==> src/rtl/nibble_field_packer.sv <==
// nibble_field_packer
// Collects 4-bit writes into an 80-bit word W[83:4]. Each write lands at a bit
// anchor, either ascending ("+:") or descending ("-:"). Bits that fall outside
// 4..83 are dropped and counted. A write marked last closes the frame. The word
// is then serialized as 20 nibbles, lowest first, over a valid/ready port.
//
// Ports
//   clk        sole clock, all state on posedge
//   reset_l    synchronous active-low reset
//   wr_valid   write request valid
//   wr_ready   packer accepts a write this cycle (IDLE/LOAD)
//   wr_bitn    anchor bit index 0..127 into W[83:4]
//   wr_minus   0 = ascending from anchor, 1 = descending (nib[3] at anchor)
//   wr_nib     nibble data
//   wr_last    this write closes the frame
//   rd_valid   serialized nibble valid (DRAIN)
//   rd_ready   consumer accepts nibble
//   rd_nib     serialized nibble, beat k = W[4+4k +: 4]
//   rd_last    final nibble of frame (k == 19)
//   rd_word    word register, bit 0 = W[4]
//   trunc_cnt  writes with at least one dropped bit, saturating at 255
module nibble_field_packer #(
    parameter int unsigned CLEAR_ON_START = 1
) (
    input  logic        clk,
    input  logic        reset_l,
    input  logic        wr_valid,
    output logic        wr_ready,
    input  logic [6:0]  wr_bitn,
    input  logic        wr_minus,
    input  logic [3:0]  wr_nib,
    input  logic        wr_last,
    output logic        rd_valid,
    input  logic        rd_ready,
    output logic [3:0]  rd_nib,
    output logic        rd_last,
    output logic [79:0] rd_word,
    output logic [7:0]  trunc_cnt
);

    localparam int unsigned WORD_W  = 80;
    localparam int unsigned BEAT_W  = 5;
    localparam int unsigned CNT_W   = 8;
    localparam int unsigned NIB_W   = 4;
    localparam logic [BEAT_W-1:0] LAST_BEAT = BEAT_W'(19);
    localparam logic [CNT_W-1:0]  CNT_MAX   = '1;
    // Targets are computed signed and wider than the anchor so that a
    // descending write near 0 goes negative instead of wrapping.
    localparam logic signed [8:0] IDX_LO = 9'sd4;
    localparam logic signed [8:0] IDX_HI = 9'sd83;

    typedef enum logic [1:0] {
        IDLE  = 2'd0,
        LOAD  = 2'd1,
        DRAIN = 2'd2
    } state_t;

    state_t              state;
    state_t              state_next;
    logic [WORD_W-1:0]   word;
    logic [WORD_W-1:0]   word_next;
    logic [BEAT_W-1:0]   beat;
    logic [CNT_W-1:0]    trunc;
    logic                drop;
    logic                wr_xfer;
    logic                rd_xfer;
    logic signed [8:0]   tgt;
    logic [6:0]          idx;

    // State register
    always_ff @(posedge clk) begin
        if (!reset_l) begin
            state <= IDLE;
        end else begin
            state <= state_next;
        end
    end

    // Next state and handshake/serializer outputs
    always_comb begin
        state_next = state;
        wr_ready   = 1'b0;
        rd_valid   = 1'b0;
        rd_nib     = '0;
        rd_last    = 1'b0;
        case (state)
            IDLE: begin
                wr_ready = 1'b1;
                if (wr_valid) begin
                    state_next = wr_last ? DRAIN : LOAD;
                end
            end
            LOAD: begin
                wr_ready = 1'b1;
                if (wr_valid && wr_last) begin
                    state_next = DRAIN;
                end
            end
            DRAIN: begin
                rd_valid = 1'b1;
                rd_nib   = word[{beat, 2'b00} +: NIB_W];
                rd_last  = (beat == LAST_BEAT);
                if (rd_ready && rd_last) begin
                    state_next = IDLE;
                end
            end
            default: begin
                state_next = IDLE;
            end
        endcase
    end

    assign wr_xfer = wr_valid && wr_ready;
    assign rd_xfer = rd_valid && rd_ready;

    // Merge the incoming nibble into the (optionally cleared) word
    always_comb begin
        word_next = ((state == IDLE) && (CLEAR_ON_START != 0)) ? '0 : word;
        drop      = 1'b0;
        tgt       = '0;
        idx       = '0;
        for (int i = 0; i < NIB_W; i++) begin
            tgt = 9'({2'b00, wr_bitn}) + 9'(i) - (wr_minus ? 9'd3 : 9'd0);
            if ((tgt >= IDX_LO) && (tgt <= IDX_HI)) begin
                idx            = 7'(tgt - IDX_LO);
                word_next[idx] = wr_nib[2'(i)];
            end else begin
                drop = 1'b1;
            end
        end
    end

    // Word, beat index and truncation counter
    always_ff @(posedge clk) begin
        if (!reset_l) begin
            word  <= '0;
            beat  <= '0;
            trunc <= '0;
        end else begin
            if (wr_xfer) begin
                word <= word_next;
                if (drop && (trunc != CNT_MAX)) begin
                    trunc <= trunc + CNT_W'(1);
                end
            end
            if (rd_xfer) begin
                beat <= rd_last ? '0 : beat + BEAT_W'(1);
            end
        end
    end

    assign rd_word   = word;
    assign trunc_cnt = trunc;

endmodule

==> config.mk <==
export PLATFORM = sky130hd
export DESIGN_NAME = nibble_field_packer
export DESIGN_NICKNAME = d
export VERILOG_FILES = /design/src/rtl/nibble_field_packer.sv
export SDC_FILE = /design/constraint.sdc
export NUM_CORES = 1
export LEC_CHECK = 0
export BUFFER_PORTS_ARGS = -buffer_cell sky130_fd_sc_hd__buf_2
export CORE_MARGIN = 3
export CORE_UTILIZATION = 49
export DETAILED_ROUTE_END_ITERATION = 10
export PLACE_DENSITY_LB_ADDON = 0.25
export SYNTH_ARGS = -nofsm -noshare
export SYNTH_HDL_FRONTEND = slang
export SYNTH_SLANG_ARGS = --single-unit
==> constraint.sdc <==
create_clock -name clk -period 11.05 [get_ports clk]
set_input_delay 1.105 -clock clk [delete_from_list [all_inputs] [get_ports clk]]
set_output_delay 1.105 -clock clk [all_outputs]
set_load 0.01 [all_outputs]
=== After elaboration in Yosys (flattened, before gate mapping) ===
Index checks and enable logic that the tools add are counted.

* Flip-flop bits (word level): 95
* Output and inout bits: 95

* Add/sub/neg operators: 13
* $lt $le $gt $ge: 16
* Eq/ne operators: 7
* Shift operators: 1
* Mux-type cells: 32
* Reductions and logical operators: 17

{| class="wikitable"
|+ Operators by type and width
! cell !! number
|-
| $mux W80 || 5
|-
| $bwmux W80 || 4
|-
| $shiftx A80 B8 Y4 || 1
|-
| $lt A7 B8 Y1 const B || 4
|-
| $demux W1 S7 || 4
|-
| $ge A7 B1 Y1 const B || 4
|-
| $sub A7 B4 Y7 const B || 4
|-
| $ge A9 B4 Y1 const B || 3
|-
| $le A9 B8 Y1 const B || 3
|-
| $sub A8 B2 Y9 || 3
|-
| $add A7 B2 Y8 const B || 2
|-
| $logic_and A1 B1 Y1 || 13
|-
| $mux W1 || 11
|-
| $mux W2 || 5
|-
| $add A7 B1 Y8 const B || 1
|-
| $add A8 B1 Y8 const B || 1
|-
| $ge A8 B4 Y1 const B || 1
|-
| $le A8 B8 Y1 const B || 1
|-
| $ne A8 B8 Y1 const B || 1
|-
| $sub A7 B2 Y8 || 1
|-
| $ne A2 B2 Y1 const B || 3
|-
| $pmux W2 S3 || 1
|-
| $add A5 B1 Y5 const B || 1
|-
| $eq A5 B5 Y1 const B || 1
|-
| 8 further kinds || 8
|}

=== Logic depth before layout (Yosys ltp) ===
* Word-level depth: 15
* Depth in mapped cells: 18

=== Worst setup path after synthesis ===
Ideal clock, no wire load.

* Kind: input-to-reg
* Start: input wr_bitn[1]
* End: register word[15] (netlist: rd_word[15])
* Library setup time: 0.069 ns
* Arrival time: 4.579 ns
* Setup slack: 6.402 ns
* Stages on the path: 17
* Path buffers: 3
* Cells stage by stage: inv_1 > ha_1 > inv_1 > ha_1 > fa_1 > clkbuf_1 > clkinv_1 > ha_1 > o21ai_0 > a21oi_2 > o211ai_1 > buf_2 > or3_1 > buf_2 > nor2_4 > a221o_1 > o21ai_1

* Word-level cells in the longest chain between the ends: 14
* Elaborated cells between the ends (all ways): 51

{| class="wikitable"
|+ Ends and longest elaborated chain
! what !! RTL line !! source
|-
| start, declared || 29 || <nowiki>input logic [6:0] wr_bitn,</nowiki>
|-
| parallel branches: the longest is 13 deep, another holds $sub A8 B2 Y9 || -- ||
|-
| $mux W80 * || 124 || <nowiki>if ((tgt >= IDX_LO) && (tgt <= IDX_HI)) begin</nowiki>
|-
| end signal, assigned || 141 || <nowiki>word <= word_next;</nowiki>
|-
| end, declared || 60 || <nowiki>logic [WORD_W-1:0] word;</nowiki>
|}

Mark *: on every way between the ends.
A chain may end at the register's enable or synchronous reset.

=== Worst setup path in the final report ===
* Start: input wr_bitn[1]
* End: register word[42] (netlist: rd_word[42])

Same word-level chain as after synthesis.

==> metrics.cfg <==
[sta]
fin_hold_ws_ps = 485
rsz0062_at_grt = false
final-hold-violation-count = 0
clock_skew_ps = 9.21
finalSetupTns_ps = 0
slew_headroom_pct = 11.9
worst_pin_slew_ps = 1310
slew_viol_final = 0
fmax_mhz = 176
setup_viol = 0
finalCritPeriodShare_pct = 51.4
period_needed_ps = 5680

[pwr]
sequentialPowerShare_pct = 29.6
p_leak_nw = 3.77
power_frac_comb_pct = 41.4
powerDensity_nw_per_um2 = 113
peakVddDrop_mv = 0.0668
power.internal_mw = 0.649
switching_power_mw = 0.528
clkPwrFrac_pct = 29.0
p_sw_share_pct = 44.9

[clock_network]
cts.reportedPaths.clkPinSlew_ps = 80
cts_tree = done
post_cts.repair.setup_buffers = 0
cts_resized = 0
postCtsHoldBufs = 0
cts.sinks = 95
clk_path_buf_depth = 2
cts_buffers = 9
clk_latency_ps = 370
cts_root_buf = clkbuf_16
htree_levels = 3

[logic_synthesis]
syn_area_um2 = 9490
synth_top_cell_by_area = dfxtp_1
syn_avg_cell_area_um2 = 7.78
synth_edf_count = 0
ys_warn_count = 0
yosys-top-cells-area = dfxtp_1 20%, o21ai_0 6.3%, nand2_1 5.9%
async_flop_share_pct = 0
syn_nets = 1273
synth.top_cells.by_count = 148 x nand2_1, 120 x o21ai_0, 95 x dfxtp_1
yosysUniqueCellTypes = 92
synth_top_area_share_pct = 20.0
yosysMostFrequentCell = nand2_1
synth_ff_type = dfxtp_1
yosysSeqAreaShare_pct = 20.0
synth_cells = 1220
ys_seq_elements = 95

[layout]
syn_to_final_growth_pct = 9.86
layout-drive-gt1-share_pct = 16.2
antenna_cells = 0
layout.nets = 1322
fill_cells = 1866

[floorplanning]
die_w_um = 145
dieArea_um2 = 21100
core_area_um2 = 18900
initial_core_util_pct = 50.2
die_h_um = 145
fp-row-count = 50
io_pins = 112

[detailed_routing]
wl_per_cell_um = 26.8
drc = 0
final_antenna_net_count = 0
num_vias = 11129
drt_iter0_drc = 1869
wirelength_um = 41100
first_pass_iters = 6
vias_per_cell = 7.25

[critical_path]
worstSetupEndpointType = flip-flop
crit_type = in2reg
r2r-start = state[1]$_SDFFE_PN0P_
critPathRequiredTime_ps = 11320
r2r_setup_slack_ps = 8380
worst_setup_path_start_kind = primary input
cp_data_arrival_time_ps = 5950
setup.worst_path.start = wr_bitn[1]
critical_path.max_fanout = 11
setup.worst_path.end = rd_word[42]$_SDFFE_PN0P_
r2r_cells = 5
rr_endpoint = rd_word[57]$_SDFFE_PN0P_

[min_path]
hold_class = reg2reg

[grt]
met2_usage_pct = 54.6
grt_overflow = 0
grtUsageMet3_pct = 7.68
grtUsageTotal_pct = 37.0
grt_pass1_wl_um = 61000
grt_pass1_vias = 9893
grt_max_degree = 81
grt-busiest-layer = met2
met1_usage_pct = 51.1
antenna_found_initial = 0

[run]
cap_violations = 0

[placed_design]
dp_hpwl_um = 29900
gp_congestion = 1.04
io_buffer_count = 109

[status]
status = finished, final reports clean

critical path, cell delays in order:
cell and delay, ps:
buf_2 90, inv_1 70, ha_1 380, inv_1 90, ha_1 250, fa_1 820
clkinv_1 390, ha_1 390, o41ai_1 860, nand3_1 570, nor2_1 460, a221oi_1 190
a22o_1 270
power by group through the flow:
stage | logic [mW] | registers [mW] | clock network (mW)
after floorplan | 0.329 | 0.357 | 0
after global placement | 0.459 | 0.356 | 0
after detailed placement | 0.462 | 0.356 | 0
after CTS | 0.463 | 0.348 | 0.340
after global routing | 0.512 | 0.349 | 0.354
final | 0.487 | 0.348 | 0.341
sequential cells by signal, indices dropped and copies added (netlist names):
register   count
trunc_cnt      8
beat           5
state          2
rd_word       80
worst min path at each step:
stage,slack [ps],start,cells past startpoint,to
5_1_grt,510,rd_word[22]$_SDFFE_PN0P_,2,rd_word[22]$_SDFFE_PN0P_
4_1_cts,480,rd_word[14]$_SDFFE_PN0P_,2,rd_word[14]$_SDFFE_PN0P_
6_report,480,rd_word[14]$_SDFFE_PN0P_,2,rd_word[14]$_SDFFE_PN0P_
3_5_place_dp,470,rd_word[14]$_SDFFE_PN0P_,2,rd_word[14]$_SDFFE_PN0P_
2_1_floorplan,470,beat[4]$_SDFFE_PN0P_,2,beat[4]$_SDFFE_PN0P_
3_3_place_gp,470,rd_word[14]$_SDFFE_PN0P_,2,rd_word[14]$_SDFFE_PN0P_
per-stage QoR:
stage	instances	area [um^2]	setup WS [ps]	total power, mW	util [%]
floorplan	1220	9490	6400	0.686	-
global placement	1518	10100	5200	0.815	53.6
detailed placement	1518	10100	5200	0.818	53.6
CTS	1534	10400	5580	1.15	55.2
global route	1534	10400	5130	1.21	55.2
finish	1534	10400	5370	1.18	55.2
area by class of cell:
class	instances	area [um^2]	share of cell area (%)
well taps	260	325	3.12
flip-flops and latches	95	1900	18.2
multi-input cells	1004	7100	68.1
repair buffers	126	673	6.46
inverters	33	124	1.19
clock buffers	10	229	2.20
clock inverters	6	75.1	0.720
cell families (layout without fill, tap and decap cells):
kind of cell | count (synthesis) | in the layout | share of synthesized area (%)
compound gates | 520 | 520 | 40.4
xor+xnor | 25 | 25 | 2.51
fa+ha+maj | 36 | 36 | 5.06
buf+inv | 121 | 175 | 5.26
flops | 95 | 95 | 20.0
mux | 29 | 29 | 6.26
simple gates | 394 | 394 | 20.5
cell usage in the layout, fill, tap and decap left out, types with 39 or more instances in the layout:
cell | netlist | routed
a21oi_1 | 57 | 57
a221oi_1 | 61 | 61
a22o_1 | 39 | 39
buf_2 | 12 | 109
dfxtp_1 | 95 | 95
nand2_1 | 148 | 148
nand3_1 | 43 | 43
nor2_1 | 61 | 61
o211ai_1 | 52 | 52
o21ai_0 | 120 | 120
routing by layer:
metal  share of wire (%)  routed length [um]
met5                   0                   0
met3                  12                4940
met4                 6.0                2470
met1                  40               16400
met2                  42               17200
(Power assumes the default switching activity.)
